<file path="src/rtl/stream_shift_pkg.sv">
`default_nettype none
// ============================================================================
// Package     : stream_shift_pkg
// Description : Shared state encoding and width helper for stream_shift_reg.
// Revision    : 1.0 - initial release
// ============================================================================
package stream_shift_pkg;

    // Controller states: collecting chunks, holding a full word, unloading a word.
    typedef enum logic [1:0] {
        FILL  = 2'd0,
        FULL  = 2'd1,
        DRAIN = 2'd2
    } state_t;

    // Width of a counter that must represent every value 0..n.
    function automatic int cnt_w(input int n);
        return $clog2(n + 1);
    endfunction

endpackage : stream_shift_pkg
`default_nettype wire

</file>
<file path="src/rtl/stream_shift_reg.sv">
`default_nettype none
// ============================================================================
// Module      : stream_shift_reg
// Description : Bidirectional chunk shifter. Serially collects INPUT_WIDTH
//               chunks into a DATA_WIDTH word (newest in the LSBs), or loads a
//               parallel word and unloads it MSB chunk first.
// Revision    : 1.0 - initial release
// ============================================================================
module stream_shift_reg
    import stream_shift_pkg::*;
#(
    parameter  int INPUT_WIDTH = 8,
    parameter  int DATA_WIDTH  = 640,
    localparam int N           = DATA_WIDTH / INPUT_WIDTH,
    localparam int CNT_W       = cnt_w(N)
) (
    input  logic                   clock,
    input  logic                   reset,
    input  logic                   clear,
    input  logic                   in_valid,
    output logic                   in_ready,
    input  logic [INPUT_WIDTH-1:0] in_data,
    output logic [DATA_WIDTH-1:0]  q,
    output logic                   q_valid,
    input  logic                   q_ack,
    input  logic                   par_load,
    output logic                   par_ready,
    input  logic [DATA_WIDTH-1:0]  par_d,
    output logic                   out_valid,
    input  logic                   out_ready,
    output logic [INPUT_WIDTH-1:0] out_data,
    output logic [CNT_W-1:0]       count
);

    // Reject geometries that cannot be split into at least two whole chunks.
    generate
        if ((DATA_WIDTH % INPUT_WIDTH) != 0 || N < 2) begin : g_bad_geometry
            $error("stream_shift_reg: DATA_WIDTH must be a multiple of INPUT_WIDTH with N >= 2");
        end
    endgenerate

    localparam logic [CNT_W-1:0] C_CNT_FULL = CNT_W'(N);
    localparam logic [CNT_W-1:0] C_CNT_LAST = CNT_W'(N - 1);
    localparam logic [CNT_W-1:0] C_CNT_ONE  = CNT_W'(1);

    state_t                  r_state, w_state_next;
    logic [DATA_WIDTH-1:0]   r_q,     w_q_next;
    logic [CNT_W-1:0]        r_count, w_count_next;

    // Status outputs decode only from registered state; in_ready also sees
    // par_load and clear so a colliding chunk is never half-accepted.
    assign in_ready  = (r_state == FILL) && !par_load && !clear;
    assign q_valid   = (r_state == FULL);
    assign out_valid = (r_state == DRAIN);
    assign par_ready = (r_state != DRAIN);
    assign q         = r_q;
    assign count     = r_count;
    assign out_data  = r_q[DATA_WIDTH-1 -: INPUT_WIDTH];

    // State, word and occupancy registers; reset aborts any fill or drain.
    always_ff @(posedge clock or negedge reset) begin
        if (!reset) begin
            r_state <= FILL;
            r_q     <= '0;
            r_count <= '0;
        end else begin
            r_state <= w_state_next;
            r_q     <= w_q_next;
            r_count <= w_count_next;
        end
    end

    // Next-state and datapath: clear, then parallel load, then shifting.
    always_comb begin
        w_state_next = r_state;
        w_q_next     = r_q;
        w_count_next = r_count;

        if (clear) begin
            w_state_next = FILL;
            w_q_next     = '0;
            w_count_next = '0;
        end else begin
            case (r_state)
                FILL: begin
                    if (par_load) begin
                        w_state_next = DRAIN;
                        w_q_next     = par_d;
                        w_count_next = C_CNT_FULL;
                    end else if (in_valid) begin
                        w_q_next = {r_q[DATA_WIDTH-INPUT_WIDTH-1:0], in_data};
                        if (r_count == C_CNT_LAST) begin
                            w_state_next = FULL;
                            w_count_next = C_CNT_FULL;
                        end else begin
                            w_count_next = r_count + C_CNT_ONE;
                        end
                    end
                end
                FULL: begin
                    if (par_load) begin
                        w_state_next = DRAIN;
                        w_q_next     = par_d;
                        w_count_next = C_CNT_FULL;
                    end else if (q_ack) begin
                        // Word stays visible on q; only the occupancy restarts.
                        w_state_next = FILL;
                        w_count_next = '0;
                    end
                end
                DRAIN: begin
                    if (out_ready) begin
                        if (r_count == C_CNT_ONE) begin
                            w_state_next = FILL;
                            w_q_next     = '0;
                            w_count_next = '0;
                        end else begin
                            w_q_next     = {r_q[DATA_WIDTH-INPUT_WIDTH-1:0], {INPUT_WIDTH{1'b0}}};
                            w_count_next = r_count - C_CNT_ONE;
                        end
                    end
                end
                default: begin
                    w_state_next = FILL;
                    w_q_next     = '0;
                    w_count_next = '0;
                end
            endcase
        end
    end

endmodule : stream_shift_reg
`default_nettype wire

</file>
<file path="config.mk">
export PLATFORM = sky130hd
export DESIGN_NAME = stream_shift_reg
export DESIGN_NICKNAME = d
export VERILOG_FILES = /design/src/rtl/stream_shift_pkg.sv /design/src/rtl/stream_shift_reg.sv
export SDC_FILE = /design/constraint.sdc
export NUM_CORES = 1
export LEC_CHECK = 0
export CAP_MARGIN = 20
export CORE_AREA = 2 2 519 521
export CTS_BUF_LIST = sky130_fd_sc_hd__clkbuf_2 sky130_fd_sc_hd__clkbuf_4 sky130_fd_sc_hd__clkbuf_8
export CTS_CLUSTER_DIAMETER = 30
export DETAILED_ROUTE_END_ITERATION = 8
export DIE_AREA = 0 0 521 523
export PLACE_DENSITY = 0.36
export SLEW_MARGIN = 0
export SYNTH_ARGS = -nofsm -noshare
export SYNTH_HDL_FRONTEND = slang
export SYNTH_SLANG_ARGS = --single-unit
</file>
<file path="constraint.sdc">
create_clock -name clock -period 3.3 [get_ports clock]
set_input_delay 0.33 -clock clock [delete_from_list [all_inputs] [get_ports clock]]
set_output_delay 0.33 -clock clock [all_outputs]
set_load 0.1 [all_outputs]
</file>
**Word-level counts from Yosys, hierarchy flattened**

Index checks and enable logic that the tools add are counted.
Widths: inputs -> output; s select.

- Reduce and logical (&&, ||, !) cells: 8
- Bitwise operators: 0
- Shifts and indexed selects: 0
- $add $sub $neg: 2
- Div/mod/pow operators: 0
- Muxes and demuxes: 25
- Multiply operators: 0
- Eq/ne operators: 11
- Magnitude comparators: 0

Operators with widths:

| cell | number |
|---|---|
| $mux 640 | 6 |
| $pmux 640 s3 | 1 |
| $mux 7 | 8 |
| $pmux 7 s3 | 1 |
| $mux 2 | 8 |
| $ne 3x2->1 const B | 3 |
| $add 7x1->7 const B | 1 |
| $eq 7x1->1 const B | 1 |
| $eq 7x7->1 const B | 1 |
| $sub 7x1->7 const B | 1 |
| $pmux 2 s3 | 1 |
| $reduce_and 3->1 | 2 |
| $reduce_and 5->1 | 1 |
| $ne 4x2->1 const B | 1 |
| $ne 4x3->1 const B | 1 |
| $ne 4x4->1 const B | 1 |
| $eq 2x1->1 const B | 1 |
| $eq 2x2->1 const B | 1 |
| $logic_and 1x1->1 | 2 |
| $logic_not 1->1 | 2 |
| $logic_not 2->1 | 1 |
| $ne 2x2->1 const B | 1 |

- Output and inout bits: 659
- Memories kept: 0
- Latch bits: 0
- Input bits: 655
- Bits in read-only memories: 0
- Flip-flop bits (word level): 649
- Logic and storage cells: 49
- Memory bits (writable): 0

**Depth between registers and ports, before layout**

- Depth after elaboration: 6
- Gate-level depth with buffers: 10
- Depth with buffers taken out: 7

**Worst setup path before layout**

No wires, ideal clock.

- Kind: register to register
- Start point: register r_state[0]
- End point: register r_q[566] (netlist: q[566])
- Required time: 3.176 ns
- Cell stages (with the launch flop): 10
- Period minus slack after synthesis: 3.159 ns
- Path slack: 0.141 ns
- Arrival: 3.035 ns
- Library setup time: 0.124 ns
- Buffers on the path: 3
- Path through: dfrtp_1 > nand2b_1 > inv_1 > nand2b_1 > a21oi_1 > buf_2 > buf_2 > buf_2 > a22oi_1 > nand2_1

- Cells in the longest elaborated chain, start to end: 3
- Elaborated cells between the ends (all ways): 9
- Those cells by class: eq/ne (5); mux (2); reduce/logical (2)

Ends and longest elaborated chain:

| element | RTL line | RTL |
|---|---|---|
| start: declaration | stream_shift_reg.sv:46 | `state_t r_state, w_state_next;` |
| start signal: assignment | stream_shift_reg.sv:67 | `r_state <= w_state_next;` |
| $eq 2x2->1 * | - |  |
| named net out_valid | stream_shift_reg.sv:29 | `output logic out_valid,` |
| $ne 3x2->1 (no line) / $pmux 640 s3 (equally long branches) | - |  |
| $reduce_and 3->1 (no line) / $mux 640 (equally long branches) | - |  |
| end signal: assignment | stream_shift_reg.sv:68 | `r_q <= w_q_next;` |
| end: declaration | stream_shift_reg.sv:47 | `logic [DATA_WIDTH-1:0] r_q, w_q_next;` |

The timed path passes the listed nets; every way through them passes the cells marked *.
A chain may end at the register's enable or synchronous reset.

**Final worst setup path**

- Start point: register r_q[299] (netlist: q[299])
- End point: output q[299]

RTL lines:

| element | RTL line | RTL |
|---|---|---|
| end: declaration | stream_shift_reg.sv:23 | `output logic [DATA_WIDTH-1:0] q,` |

No word-level cell between the ends.

==> summary.md <==
| Metric | Value |
|---|---|
| Pin count of the biggest net entering global routing | `78` |
| Fin. max-slew vios | `0` |
| Hold/Removal Path Class | `input pin to flip-flop` |
| First-pass DRT Iterations | `5` |
| Initial cell density of the core | `0.104` |
| Fillers | `29500` |
| Syn. warnings | `0` |
| Outcome | `complete, no violations` |
| Main synth FF type | `dfrtp_1` |
| Die ar. | `272000 sq um` |
| Syn_nets | `3547` |
| Number of remaining DRC errors | `0` |
| CTS Buffer Depth | `4` |
| Die width | `521 microns` |
| Vias | `32300` |
| Sum Neg Setup Slack | `0 ps` |
| Iteration-0 DRC count of the detailed router | `2298` |
| Static Leakage | `0.0255 uW` |
| Core area | `267000 sq um` |
| RSZ-0062 raised after global routing | `false` |
| Worst Path Buf+Inv | `1` |
| Final WS setup | `280 ps` |
| GR Overflow Total | `0` |
| GRT Util Overall | `0.155` |
| Crit path kind | `flip-flop to output pin` |
| Worst Skew | `83.8 ps` |
| First-pass GRT wire length | `295000 microns` |
| Post-synthesis mux area share | `0.00400` |
| Clock transition at the registers of the reported paths | `50 ps` |
| CP Capture Type | `output pin` |
| Largest delay share family, worst path | `buffers and inverters` |
| Worst hold slack | `135 ps` |
| Multi-input gate area | `10200 sq um` |
| Sequential area share after synthesis | `0.583` |
| CP max-delay cell | `clkdlybuf4s50_1` |
| Die Span Y | `523 microns` |
| Register bit count reported by yosys | `649` |
| Crit-path max cell delay | `1260 ps` |
| FF+latch area | `16200 sq um` |
| Synth Area per Inst | `9.64 sq um` |
| Area delta synth->final | `100%` |
| Fmax | `0.331 GHz` |
| Crit path max fanout | `3` |
| Post-synth ARST share | `1.00` |
| DR WL/cell | `25.5 microns` |
| # clock sinks | `649` |
| Routed WL | `221000 microns` |
| Clk_lat worst skew | `960 ps` |
| Total Power | `34300 uW` |
| Startpoint class of the critical path | `flip-flop` |
| CTS tree | `yes` |
| Rel. slew slack | `0.269` |
| # port buffers | `1313` |
| Post-synth EDFFs | `0` |
| Fin. Hold Viols | `0` |
| Antenna Nets Post-Route | `0` |
| Post-synthesis simple-gate area fraction | `0.179` |
| Row cnt | `190` |
| Main combinational cell family by area after synthesis | `compound AO/OA/AOI/OAI gates` |
| VDD IR-drop max | `0.289 mV` |
| Min cycle time layout | `3020 ps` |
| Power Density | `616 nW/um^2` |
| Synth Cell Area | `27900 sq um` |
| Layout net count | `5570` |
| Fin crit share | `0.915` |
| Arr. time, crit path | `2690 ps` |
| CP Cell Sequence | `clkdlybuf4s50_1` |
| Routability cong. | `0.899` |
| Worst reg2reg setup slack | `440 ps` |
| Antenna violations before repair | `43` |
| Number of global-route vias before repair | `34000` |
| Layout cell share with drive strength beyond 1 | `0.175` |
| H-tree levels | `4` |
| XOR/XNOR Fraction of Synth Area | `0.000943` |
| Total of max-cap violations | `0` |
| Pre-CTS setup slack | `341 ps` |
| Post-Synth Adder-Cell Area | `0.00135` |
| Complex-gate fraction of the synthesized area | `0.180` |
| Io pins | `1314` |
| Count of cell types in the netlist | `44` |
| Vias/cell | `3.73` |
| Final setup vio count | `0` |
| Worst-Margin Slew | `1090 ps` |
| Root Driver | `clkbuf_8` |
| Clock buffer count from CTS | `232` |
| Cells after Synth | `2889` |
| Critical Path RT | `2970 ps` |
| Total setup buffers inserted after CTS | `0` |
| Dpl hpwl | `178000 microns` |
==> power breakdown <==
group	switching, uW	internal [uW]	total, uW
clock network	5280	9660	14900
registers	970	8600	9570
logic	7160	2670	9830
total	13400	20900	34300
==> sequential cells by signal, indices dropped and copies added, names as in the netlist <==
name	flops
q	640
count	7
r_state	2
==> per-stage QoR <==
stage	utilization	instance area, sq um	cells
floorplan	-	27900	2889
global placement	0.166	44400	7630
detailed placement	0.166	44400	7630
CTS	0.209	55700	8656
global route	0.209	55700	8662
finish	0.209	55800	8673
==> cells in the mapped netlist (2+ instances only) <==
cell type	instances	share of area
nor3_1	3	0.00054
a22oi_1	632	0.17
buf_2	85	0.015
or4_1	2	0.00054
o21ai_1	8	0.0014
nand2_1	1278	0.17
nand3_1	3	0.00054
or3_1	3	0.00067
o21ai_0	8	0.0014
a22o_1	3	0.00094
and3_1	2	0.00045
inv_1	8	0.0011
nand2b_1	5	0.0011
a21oi_1	5	0.00090
xnor2_1	3	0.00094
nor3b_1	2	0.00054
a31oi_1	5	0.0011
dfrtp_1	649	0.58
nor4_1	2	0.00045
buf_6	51	0.021
mux2i_1	10	0.0036
ha_1	3	0.0013
clkbuf_1	78	0.011
buf_4	12	0.0032
nor2_1	10	0.0013
==> final timing paths <==
kind                                             start  cells past startpoint            endpoint
worst max-delay path                q[299]$_DFFE_PN0P_                      1              q[299]
worst min-delay path                        par_d[531]                      3  q[531]$_DFFE_PN0P_
worst max register to register  r_state[1]$_DFFE_PN0P_                      8  q[441]$_DFFE_PN0P_
worst min register to register      q[397]$_DFFE_PN0P_                      2  q[405]$_DFFE_PN0P_
max in group asynchronous                        reset                      5  q[425]$_DFFE_PN0P_
min in group asynchronous                        reset                      3  q[397]$_DFFE_PN0P_
==> cell families after synthesis <==
kind of cell | count (synthesis)
and+or+nand+nor | 1314
muxes | 11
DFF | 649
adders and majority gates | 3
xor gates and xnor gates | 3
AOI/OAI and AO/OA | 674
buffers and inverters | 235
==> routing by layer <==
metal	vias up	GRT usage	wire [microns]
met2	1627	0.240	97800
met4	0	0.0501	6740
met5	-	0	0
met3	321	0.0601	22000
li1	14200	-	-
met1	16200	0.196	94400
==> final cells by class <==
class | instances | area share
Inverter | 8 | 0.000538
Antenna cell | 17 | 0.000763
Tap cell | 3552 | 0.0797
Clock buffer | 352 | 0.0814
Multi-Input combinational cell | 2005 | 0.183
Clock inverter | 74 | 0.0136
Sequential cell | 649 | 0.291
Timing Repair Buffer | 2016 | 0.349
==> timing repair <==
item                       CTS  global route
hold endpoints to repair   990             0
hold buffers               600             0
setup endpoints to repair    0             0
resized for setup            0             0
==> cells in the final DEF (no fill, tap or decap), drive strengths merged, types with 2 or more instances in the layout <==
cell and instances:
diode 17, and3 2, nand2b 5, o21ai 17, a22o 3, dlygate4sd3 599, nand3 3, clkinvlp 5
mux2i 10, clkbuf 353, or4 3, ha 3, nand2 1278, nor3 3, buf 457, a21oi 5
xnor2 3, or3 3, bufinv 12, dfrtp 649, nor4 2, a22oi 632, nor2 10, clkdlybuf4s50 959
clkinv 50, a31oi 5, inv 15, nor3b 2
No activity file was read; power rests on OpenSTA's default activity.
